**config.mk**
```make
export PLATFORM = sky130hd
export DESIGN_NAME = hvac_actuator_seq
export DESIGN_NICKNAME = d
export VERILOG_FILES = /design/src/rtl/hvac_pkg.sv /design/src/rtl/hvac_actuator_seq_hold_timer.sv /design/src/rtl/hvac_actuator_seq.sv
export SDC_FILE = /design/constraint.sdc
export NUM_CORES = 1
export LEC_CHECK = 0
export ABC_AREA = 1
export BUFFER_PORTS_ARGS = -buffer_cell sky130_fd_sc_hd__buf_4
export CAP_MARGIN = 20
export CORE_UTILIZATION = 55
export DETAILED_ROUTE_END_ITERATION = 10
export PLACE_DENSITY = 0.85
export SETUP_SLACK_MARGIN = 0.15
export SYNTH_ARGS = -nofsm -noshare
export SYNTH_HDL_FRONTEND = slang
export SYNTH_SLANG_ARGS = --single-unit
export TNS_END_PERCENT = 10
```
**constraint.sdc**
```tcl
create_clock -name clk -period 3.7 [get_ports clk]
set_input_delay 0.74 -clock clk [delete_from_list [all_inputs] [get_ports clk]]
set_output_delay 0.74 -clock clk [all_outputs]
set_load 0.02 [all_outputs]
```
**src/rtl/hvac_pkg.sv**
```systemverilog
// Shared state encoding and default timing for the HVAC actuator sequencer.
package hvac_pkg;

   localparam int unsigned STATE_W         = 2;
   localparam int unsigned DEF_MIN_ON_CYC  = 8;
   localparam int unsigned DEF_MIN_OFF_CYC = 4;
   localparam int unsigned DEF_TIMER_W     = 8;

   typedef enum logic [STATE_W-1:0] {
      IDLE    = 2'd0,
      HEAT_ON = 2'd1,
      COOL_ON = 2'd2,
      REST    = 2'd3
   } state_e;

endpackage

```
**src/rtl/hvac_actuator_seq_hold_timer.sv**
```systemverilog
// Loadable saturating down-counter with a registered zero flag.
module hold_timer #(
   parameter int unsigned TIMER_W = 8
) (
   input  logic               clk,
   input  logic               rst_n,
   input  logic               load_i,
   input  logic [TIMER_W-1:0] load_val_i,
   input  logic               dec_i,
   output logic               zero_o
);

   logic [TIMER_W-1:0] count_q, count_d;
   logic               zero_q;

   always_comb begin
      count_d = count_q;
      if (load_i) begin
         count_d = load_val_i;
      end else if (dec_i && (count_q != '0)) begin
         count_d = count_q - TIMER_W'(1);
      end
   end

   always_ff @(posedge clk or negedge rst_n) begin
      if (!rst_n) begin
         count_q <= '0;
         zero_q  <= 1'b1;
      end else begin
         count_q <= count_d;
         zero_q  <= (count_d == '0);
      end
   end

   assign zero_o = zero_q;

endmodule

```
**src/rtl/hvac_actuator_seq.sv**
```systemverilog
// Heater/cooler sequencer with minimum on-time, anti-short-cycle rest and
// mutual exclusion between the two actuators.
module hvac_actuator_seq
   import hvac_pkg::*;
#(
   parameter int unsigned MIN_ON_CYC  = DEF_MIN_ON_CYC,
   parameter int unsigned MIN_OFF_CYC = DEF_MIN_OFF_CYC,
   parameter int unsigned TIMER_W     = DEF_TIMER_W
) (
   input  logic               clk,
   input  logic               rst_n,
   input  logic               enable,
   input  logic               heat_req,
   input  logic               cool_req,
   output logic               heater_en,
   output logic               cooler_en,
   output logic               resting,
   output logic               req_conflict,
   output logic [STATE_W-1:0] state
);

   localparam logic [TIMER_W-1:0] ON_LOAD  = TIMER_W'(MIN_ON_CYC - 1);
   localparam logic [TIMER_W-1:0] OFF_LOAD = TIMER_W'(MIN_OFF_CYC - 1);

   state_e             state_q, state_d;
   logic               heater_q, cooler_q, resting_q, conflict_q;
   logic               conflict_d;
   logic               tmr_load, tmr_dec, tmr_zero;
   logic [TIMER_W-1:0] tmr_load_val;
   logic               start_heat, start_cool, conflict;

   assign start_heat = enable & heat_req & ~cool_req;
   assign start_cool = enable & cool_req & ~heat_req;
   assign conflict   = enable & heat_req & cool_req;

   hold_timer #(.TIMER_W(TIMER_W)) u_hold_timer (
      .clk        (clk),
      .rst_n      (rst_n),
      .load_i     (tmr_load),
      .load_val_i (tmr_load_val),
      .dec_i      (tmr_dec),
      .zero_o     (tmr_zero)
   );

   // Next-state logic; IDLE and an expired REST share the same start decision.
   always_comb begin
      state_d      = state_q;
      tmr_load     = 1'b0;
      tmr_load_val = '0;
      tmr_dec      = 1'b0;
      conflict_d   = 1'b0;
      unique case (state_q)
         IDLE, REST: begin
            if ((state_q == REST) && !tmr_zero) begin
               tmr_dec = 1'b1;
            end else if (start_heat) begin
               state_d      = HEAT_ON;
               tmr_load     = 1'b1;
               tmr_load_val = ON_LOAD;
            end else if (start_cool) begin
               state_d      = COOL_ON;
               tmr_load     = 1'b1;
               tmr_load_val = ON_LOAD;
            end else begin
               state_d    = IDLE;
               conflict_d = conflict;
            end
         end
         HEAT_ON, COOL_ON: begin
            if (!enable ||
                (tmr_zero && ((state_q == HEAT_ON) ? (~heat_req | cool_req)
                                                   : (~cool_req | heat_req)))) begin
               state_d      = REST;
               tmr_load     = 1'b1;
               tmr_load_val = OFF_LOAD;
            end else begin
               tmr_dec = 1'b1;
            end
         end
         default: state_d = IDLE;
      endcase
   end

   // Outputs are decoded from the next state so they align with state_q.
   always_ff @(posedge clk or negedge rst_n) begin
      if (!rst_n) begin
         state_q    <= IDLE;
         heater_q   <= 1'b0;
         cooler_q   <= 1'b0;
         resting_q  <= 1'b0;
         conflict_q <= 1'b0;
      end else begin
         state_q    <= state_d;
         heater_q   <= (state_d == HEAT_ON);
         cooler_q   <= (state_d == COOL_ON);
         resting_q  <= (state_d == REST);
         conflict_q <= conflict_d;
      end
   end

   assign heater_en    = heater_q;
   assign cooler_en    = cooler_q;
   assign resting      = resting_q;
   assign req_conflict = conflict_q;
   assign state        = state_q;

endmodule

```
==> metrics.csv <==
metric,value,unit
synth-simple-area-share,0.422,
synth_top_family_by_area,simple AND/OR/NAND/NOR gates,
dp_cells,150,
die_w,44.0,microns
drt-vias-per-instance,5.36,
relSlewSlack,0.787,
antenna_left,0,
cts.path.max_buffers,2,
synthXorXnorAreaFrac,0.00901,
final.min_clock_period,1780,ps
drtPass1Iterations,4,
wl,1810,microns
core-area,0.00158,sq mm
synthMuxAreaShare,0,
grt_antenna_before_repair,0,
skew,3.11,ps
route.detailed.drc,0,
grt.overflow.total,0,
synth_compound_area_frac,0.0373,
grt_pass1_vias,745,
synth_area,972,sq um
grt_setup_unrepaired,no,
fillCellCount,117,
hold_path_class,in -> async,
avgSynthCellArea,7.84,sq um
crit_type,reg -> reg,
finalNonFillerCells,154,
cts_tree,done,
drtIter0Drc,17,
worst_slew_pin_slew,317,ps
setup_tns,0,ps
htree_levels,1,
row_count,14,
setup_violations,0,
reg2reg_to,u_hold_timer.zero_o$_DFF_PN1_,
fin_crit_sh,0.482,
route.detailed.wl_per_inst,11.8,microns
worst_slack,1920,ps
areaGrowthSynthToFinish,12.5,%
fmax,561,MHz
initial_utilization,0.617,
diodes,0,
hold_ws,283,ps
syn_inst,124,
cts_root_buf,clkbuf_4,
synth_fa_ha_area_frac,0.0515,
final_common_cell,nand2_1,
cp.required,3930,ps
arrival,2020,ps
power_density,957,mW/mm^2
crit_start,state[1]$_DFF_PN0_,
r2r_slack,1920,ps
status,completed,
io-pin-count,11,
clk_pin_slew,90,ps
worstReg2RegStart,state[1]$_DFF_PN0_,
report.final.slew_viol_count,0,
ys_ff_latch,15,
yosys_warnings,0,
post_cts_buffers,0,
max_cap_violations,0,
grt_first_pass_wirelength,3230,microns
cts_resized,0,
crit_fanout,7,
ys_seq_area_frac,0.387,
hold_buffers,0,
endpoint_kind,register,
vias,825,
gp_congestion,0.914,
cts.sinks,15,
cts_buffers,3,
drive_gt1_frac,0.246,
grt_use_total,0.235,
nNetsFinal,148,
clk-insertion-delay-late,290,ps
dp_hpwl,1460,microns
ff2ff_path_depth,11,
ir_drop,0.000599,V
port_buffers,10,
dieArea,0.00194,sq mm
grt_max_degree,16,
p_leak,0.000605,uW
synth_nets,133,
synth_cell_types,22,
hold_viol,0,
die_h,44.0,microns
start_kind,register,
dp_slack,1790,ps
post_dp_cell_area,0.00107,sq mm
final_area,0.00109,sq mm
final_cell_mix,"31 x nand2_1, 20 x inv_1, 17 x nand3_1, 14 x dfrtp_1, 10 x buf_4",
## critical path: stages (launching register included)
cell and delay (ps):
dfrtp_1 400, inv_1 80, ha_1 310, nand2_1 110, inv_2 100, nor2_8 180
nand2_4 80, nand2_1 70, nand2_1 70, nor3_2 170, nand3_1 80, nor2_1 90
## layer usage
| metal | vias up | part of all wire | GRT usage | wire (microns) |
|---|---|---|---|---|
| li1 | 415 | - | - | - |
| met3 | 4 | 0.027 | 0.0490 | 48 |
| met4 | 0 | 0.023 | 0.127 | 42 |
| met2 | 12 | 0.49 | 0.335 | 891 |
| met1 | 394 | 0.46 | 0.338 | 828 |
| met5 | - | 0 | 0 | 0 |
## power breakdown
part           switching, uW  internal, uW
Combinational            442           236
Clock                   55.8          42.0
Sequential              46.5           224
## how the worst max path moves through the flow
| stage | cells past startpoint | end | slack, ps |
|---|---|---|---|
| floorplan | 11 | u_hold_timer.zero_o$_DFF_PN1_ | 1980 |
| global placement | 12 | u_hold_timer.zero_o$_DFF_PN1_ | 1830 |
| detailed placement | 12 | u_hold_timer.zero_o$_DFF_PN1_ | 1790 |
| CTS | 11 | u_hold_timer.zero_o$_DFF_PN1_ | 1900 |
| global route | 9 | heater_en$_DFF_PN0_ | 1700 |
| finish | 11 | u_hold_timer.zero_o$_DFF_PN1_ | 1920 |
## cells by family (layout without fill, tap and decap cells)
kind of cell               count (synthesis)  in the layout
DFF                                       15             15
adders and majority gates                  4              4
and+or+nand+nor                           75             75
AOI/OAI and AO/OA                          5              5
xor gates and xnor gates                   1              1
buffers and inverters                     24             38
## state kept, by name, indices dropped and copies added, names as in the netlist
register              cells
resting                   1
req_conflict              1
u_hold_timer.zero_o       1
u_hold_timer.count_q      8
cooler_en                 1
heater_en                 1
state                     2
## per-stage QoR
stage,total power (uW),util
global route,1140,0.694
floorplan,802,-
CTS,1050,0.694
finish,1050,0.694
global placement,938,0.677
detailed placement,954,0.677
## cell usage after synthesis
master,count,area share
ha_1,4,0.051
nor2_2,1,0.0064
o32ai_1,1,0.0090
a21oi_2,2,0.018
nor3_2,3,0.031
nand4_1,1,0.0064
nand2_4,3,0.035
nor2_8,2,0.041
nor2_4,1,0.012
nand2_2,3,0.019
nor3_1,3,0.015
xor2_1,1,0.0090
nand3_1,17,0.088
inv_1,20,0.077
dfstp_2,1,0.027
nand2_1,31,0.12
a21oi_1,2,0.010
inv_2,4,0.015
nor2_1,8,0.031
nand3b_1,1,0.0077
nand3_2,1,0.010
dfrtp_1,14,0.36
## area by class of cell
class,count,area (sq um),area share
clock buffers,4,26.3,0.0240
repair buffers,10,75.1,0.0686
inverters,24,90.1,0.0824
multi-input cells,85,505,0.462
well taps,16,20.0,0.0183
flip-flops and latches,15,377,0.344
Note: power is estimated with default switching activity, not from simulation.
